$ cat config.mk
export PLATFORM = sky130hd
export DESIGN_NAME = arbitro_memoria_dados
export DESIGN_NICKNAME = d
export VERILOG_FILES = /design/src/rtl/arbitro_memoria_dados.sv
export SDC_FILE = /design/constraint.sdc
export NUM_CORES = 1
export LEC_CHECK = 0
export ABC_AREA = 1
export CORE_ASPECT_RATIO = 1.2
export CORE_MARGIN = 2
export CORE_UTILIZATION = 41
export DETAILED_ROUTE_END_ITERATION = 12
export PLACE_DENSITY = 0.83
export SYNTH_ARGS = -nofsm -noshare
export SYNTH_HDL_FRONTEND = slang
export SYNTH_SLANG_ARGS = --single-unit
$ cat constraint.sdc
create_clock -name clock -period 1.6 [get_ports clock]
set_input_delay 0.48 -clock clock [delete_from_list [all_inputs] [get_ports clock]]
set_output_delay 0.48 -clock clock [all_outputs]
set_load 0.02 [all_outputs]
$ cat src/rtl/arbitro_memoria_dados.sv
// arbitro_memoria_dados: round-robin arbiter and access sequencer placed in
// front of the single-port data memory. Requester 0 is the processor
// load/store path and requester 1 is a secondary master. Each access is
// granted on its own and ends with a one-cycle completion pulse to its owner.
module arbitro_memoria_dados #(
    parameter int LARGURA          = 32,
    parameter int LATENCIA_LEITURA = 1
) (
    input  logic               clock,
    input  logic               reset,
    input  logic               req0,
    input  logic               we0,
    input  logic [LARGURA-1:0] end0,
    input  logic [LARGURA-1:0] dado0,
    output logic               pronto0,
    output logic [LARGURA-1:0] lido0,
    input  logic               req1,
    input  logic               we1,
    input  logic [LARGURA-1:0] end1,
    input  logic [LARGURA-1:0] dado1,
    output logic               pronto1,
    output logic [LARGURA-1:0] lido1,
    output logic               memRead,
    output logic               memWrite,
    output logic [LARGURA-1:0] endereco,
    output logic [LARGURA-1:0] dadoEscrita,
    input  logic [LARGURA-1:0] dadoLido
);

    // The read counter runs from LATENCIA_LEITURA-1 down to 0, one step per cycle.
    localparam int CW = (LATENCIA_LEITURA > 1) ? $clog2(LATENCIA_LEITURA) : 1;
    localparam logic [CW-1:0] CONTA_INICIAL = CW'(LATENCIA_LEITURA - 1);

    typedef enum logic [1:0] {
        OCIOSO,
        ACESSO,
        CONCLUI
    } estado_t;

    estado_t        estado;
    logic           ultimo;      // index of the last granted requester
    logic           indice;      // owner of the access in flight
    logic           escrita;     // direction of the access in flight
    logic [CW-1:0]  conta;

    logic               concede;
    logic               concede_idx;
    logic               sel_we;
    logic [LARGURA-1:0] sel_end;
    logic [LARGURA-1:0] sel_dado;

    // Round-robin choice among pending requests and the fields of the winner
    always_comb begin
        // NOTE: every signal gets a default before the branches so no path leaves it unassigned, which would infer a latch.
        concede     = 1'b0;
        concede_idx = 1'b0;
        if (req0 && req1) begin
            concede     = 1'b1;
            concede_idx = ~ultimo;
        end else if (req0) begin
            concede     = 1'b1;
            concede_idx = 1'b0;
        end else if (req1) begin
            concede     = 1'b1;
            concede_idx = 1'b1;
        end
        sel_we   = concede_idx ? we1   : we0;
        sel_end  = concede_idx ? end1  : end0;
        sel_dado = concede_idx ? dado1 : dado0;
    end

    // Arbitration and memory sequencing FSM; every output is registered
    always_ff @(posedge clock) begin
        // NOTE: state uses non-blocking assignments so all registers update from the values present before the edge.
        if (!reset) begin
            estado      <= OCIOSO;
            ultimo      <= 1'b1;
            indice      <= 1'b0;
            escrita     <= 1'b0;
            conta       <= '0;
            memRead     <= 1'b0;
            memWrite    <= 1'b0;
            endereco    <= '0;
            dadoEscrita <= '0;
            pronto0     <= 1'b0;
            pronto1     <= 1'b0;
            lido0       <= '0;
            lido1       <= '0;
        end else begin
            case (estado)
                OCIOSO: begin
                    if (concede) begin
                        indice      <= concede_idx;
                        ultimo      <= concede_idx;
                        escrita     <= sel_we;
                        endereco    <= sel_end;
                        dadoEscrita <= sel_we ? sel_dado : '0;
                        memWrite    <= sel_we;
                        memRead     <= ~sel_we;
                        conta       <= CONTA_INICIAL;
                        estado      <= ACESSO;
                    end
                end
                ACESSO: begin
                    // A write lasts one cycle; a read lasts until the counter expires.
                    if (escrita || conta == '0) begin
                        if (!escrita) begin
                            if (indice) lido1 <= dadoLido;
                            else        lido0 <= dadoLido;
                        end
                        memRead     <= 1'b0;
                        memWrite    <= 1'b0;
                        endereco    <= '0;
                        dadoEscrita <= '0;
                        pronto0     <= ~indice;
                        pronto1     <= indice;
                        estado      <= CONCLUI;
                    end else begin
                        conta <= conta - 1'b1;
                    end
                end
                CONCLUI: begin
                    pronto0 <= 1'b0;
                    pronto1 <= 1'b0;
                    estado  <= OCIOSO;
                end
                default: estado <= OCIOSO;
            endcase
        end
    end

endmodule
==> run summary <==
CORE AREA -> 14400 µm²
Actual slew at the worst max-slew pin -> 385 ps
Crit path arrival time -> 1100 ps
Num rows -> 48
DP HPWL -> 13800 µm
Total grt overflow -> 0
Remaining DRCs -> 0
Crit path buf inv count -> 1
CP Launch Type -> register
Fin crit period -> 1580 ps
H-tree levels -> 4
Crit path max-delay cell type -> dfxtp_1
Antenna-violating nets left -> 0
Detailed-route via count -> 6466
Worst slew margin -> 74.3%
Maxcap violations -> 0
Post-synthesis sequential area ratio -> 45.6%
Sink Count -> 138
Cells after DPL -> 1232
Port Buffers -> 297
Max FO, Critical Path -> 2
VDD IR max -> 0.000585 V
CTS tree -> yes
Yosys Warn Count -> 0
CTS Buf Count -> 17
Slew Limit Fails -> 0
CP Class -> register to primary output
Hold path cells -> 2
Setup-failing EPs final -> 0
RSZ-0062 raised after global routing -> yes
Root Driver -> clkbuf_16
Hold Buf Count CTS -> 0
Fin cells -> 1264
CTS Buffer Depth -> 2
DR WL/cell -> 15.2 µm
Synth Register Bits -> 138
Mapped cell area -> 6050 µm²
Critical Path Stages -> 1
CP peak stage delay -> 360 ps
Max Clock Freq -> 633 MHz
Clock skew -> 19.3 ps
Initial Util -> 42.0%
Die H -> 137 µm
Crit share post-route -> 98.7%
Reg2Reg Depth -> 5
Inserted Diodes -> 0
Leak pwr -> 4.15 nW
CP Cell Sequence -> clkdlybuf4s15_1
DIE WIDTH -> 115 µm
Clk Latency, worst-skew pair -> 420 ps
Clock transition at path regs -> 60 ps
Fin. Hold Viols -> 0
Min-Delay Path Class -> register to register
First-pass GRT wire length -> 29600 µm
Final nets -> 1244
Mean area per synthesized cell -> 7.61 µm²
GP Congestion -> 0.832
Min Hold Slack -> 438 ps
Yosys cell types -> 26
Net Count, Synth -> 962
Share of cells above drive strength 1 -> 10.4%
I/O pin cnt -> 298
Die area -> 15800 µm²
Overall Global Routing Usage -> 23.5%
Largest net degree at the start of global routing -> 65
Final Core Density -> 68.7%
CP delay by family, top -> flip-flops
Drt first pass iters -> 5
Power density over cell area -> 1060 nW/µm²
Outcome -> completed
Initial antenna violation count -> 0
Final WL -> 19200 µm
Worst EP required -> 1120 ps
Vias in the first global route -> 6117
Area Overhead vs Synth -> 63.6%
Number of DRC markers in iteration 0 -> 439
Post-Synthesis Cells -> 796
Vias per cell -> 5.12
CP endpoint kind -> primary output
==> where the power goes <==
| group | switching (mW) | internal (mW) |
|---|---|---|
| clock | 1.45 | 2.99 |
| sequential | 0.119 | 3.68 |
| combinational | 1.21 | 1.03 |
| total | 2.78 | 7.69 |
==> cells in the mapped netlist (all sizes together) <==
library cell / instances / area, µm²
inv: 71 / 267
nand3: 167 / 898
nor3b: 1 / 7.51
nor2: 7 / 68.8
a21oi: 134 / 704
o211ai: 33 / 248
nand2: 139 / 544
dfxtp: 138 / 2760
clkinv: 1 / 3.75
clkbuf: 25 / 93.8
nand4: 1 / 6.26
buf: 45 / 278
o21ai: 33 / 165
a211oi: 1 / 7.51
==> final timing paths <==
path / end / slack (ps) / start
max reg2reg: memRead / 220 / estado[1]
max: endereco[22] / 20 / endereco[22]
min reg2reg: lido0[18] / 440 / lido0[18]
min: lido0[18] / 440 / lido0[18]
==> placed cells by master (no fill, tap or decap), types with 10 or more instances in the layout <==
cell type        count
o211ai_1            33
nand3_2             10
o21ai_0             24
clkbuf_16           19
dlygate4sd2_1       51
buf_12              14
clkdlybuf4s15_1     68
clkbuf_2            12
inv_1               67
clkdlybuf4s50_1    165
buf_4               20
dfxtp_1            138
a21oi_1            125
nand2_1            134
nand3_1            156
==> area by class of cell <==
| cell class | count | area [µm²] |
|---|---|---|
| Clock buffer | 19 | 453 |
| Fill cell | 1238 | 4510 |
| Clock inverter | 11 | 219 |
| Inverter | 72 | 272 |
| Timing Repair Buffer | 333 | 3330 |
| Tap cell | 175 | 219 |
| Sequential cell | 138 | 2760 |
| Multi-Input combinational cell | 516 | 2650 |
==> per-layer routing <==
layer	global-route usage (%)	up-vias	wire, µm
met1	27.0	2926	7590
li1	-	3243	-
met2	40.8	256	9870
met4	10.5	0	580
met5	0	-	0
met3	6.16	41	1180
==> through the flow <==
stage               power (mW)  instance area, µm²  worst slack (ps)  TNS, ps
detailed placement        6.21                9310              -363   -21530
global placement          6.18                9310              -305   -18920
finish                    10.5                9910              21.3        0
floorplan                 5.02                6050               247        0
global route              10.9                9910             -12.6    -41.0
CTS                       10.5                9830             0.300        0
==> timing repair <==
action	in CTS	in global routing
resized for setup	148	78
pin swaps	0	0
endpoints found under the setup margin	132	98
gates cloned	0	2
setup buffers	0	0
==> sequential cells by signal, indices dropped and copies added (netlist names) <==
register	count
escrita	1
estado	2
indice	1
pronto1	1
memRead	1
memWrite	1
lido0	32
conta	1
dadoEscrita	32
pronto0	1
ultimo	1
endereco	32
lido1	32
==> cell families (layout without fill, tap and decap cells) <==
group	Yosys count	after routing	share of synthesized area, %
buf+inv	142	435	10.6
compound gates	201	201	18.6
simple gates	315	315	25.2
flops	138	138	45.6
Note: power is estimated with default switching activity, not from simulation.
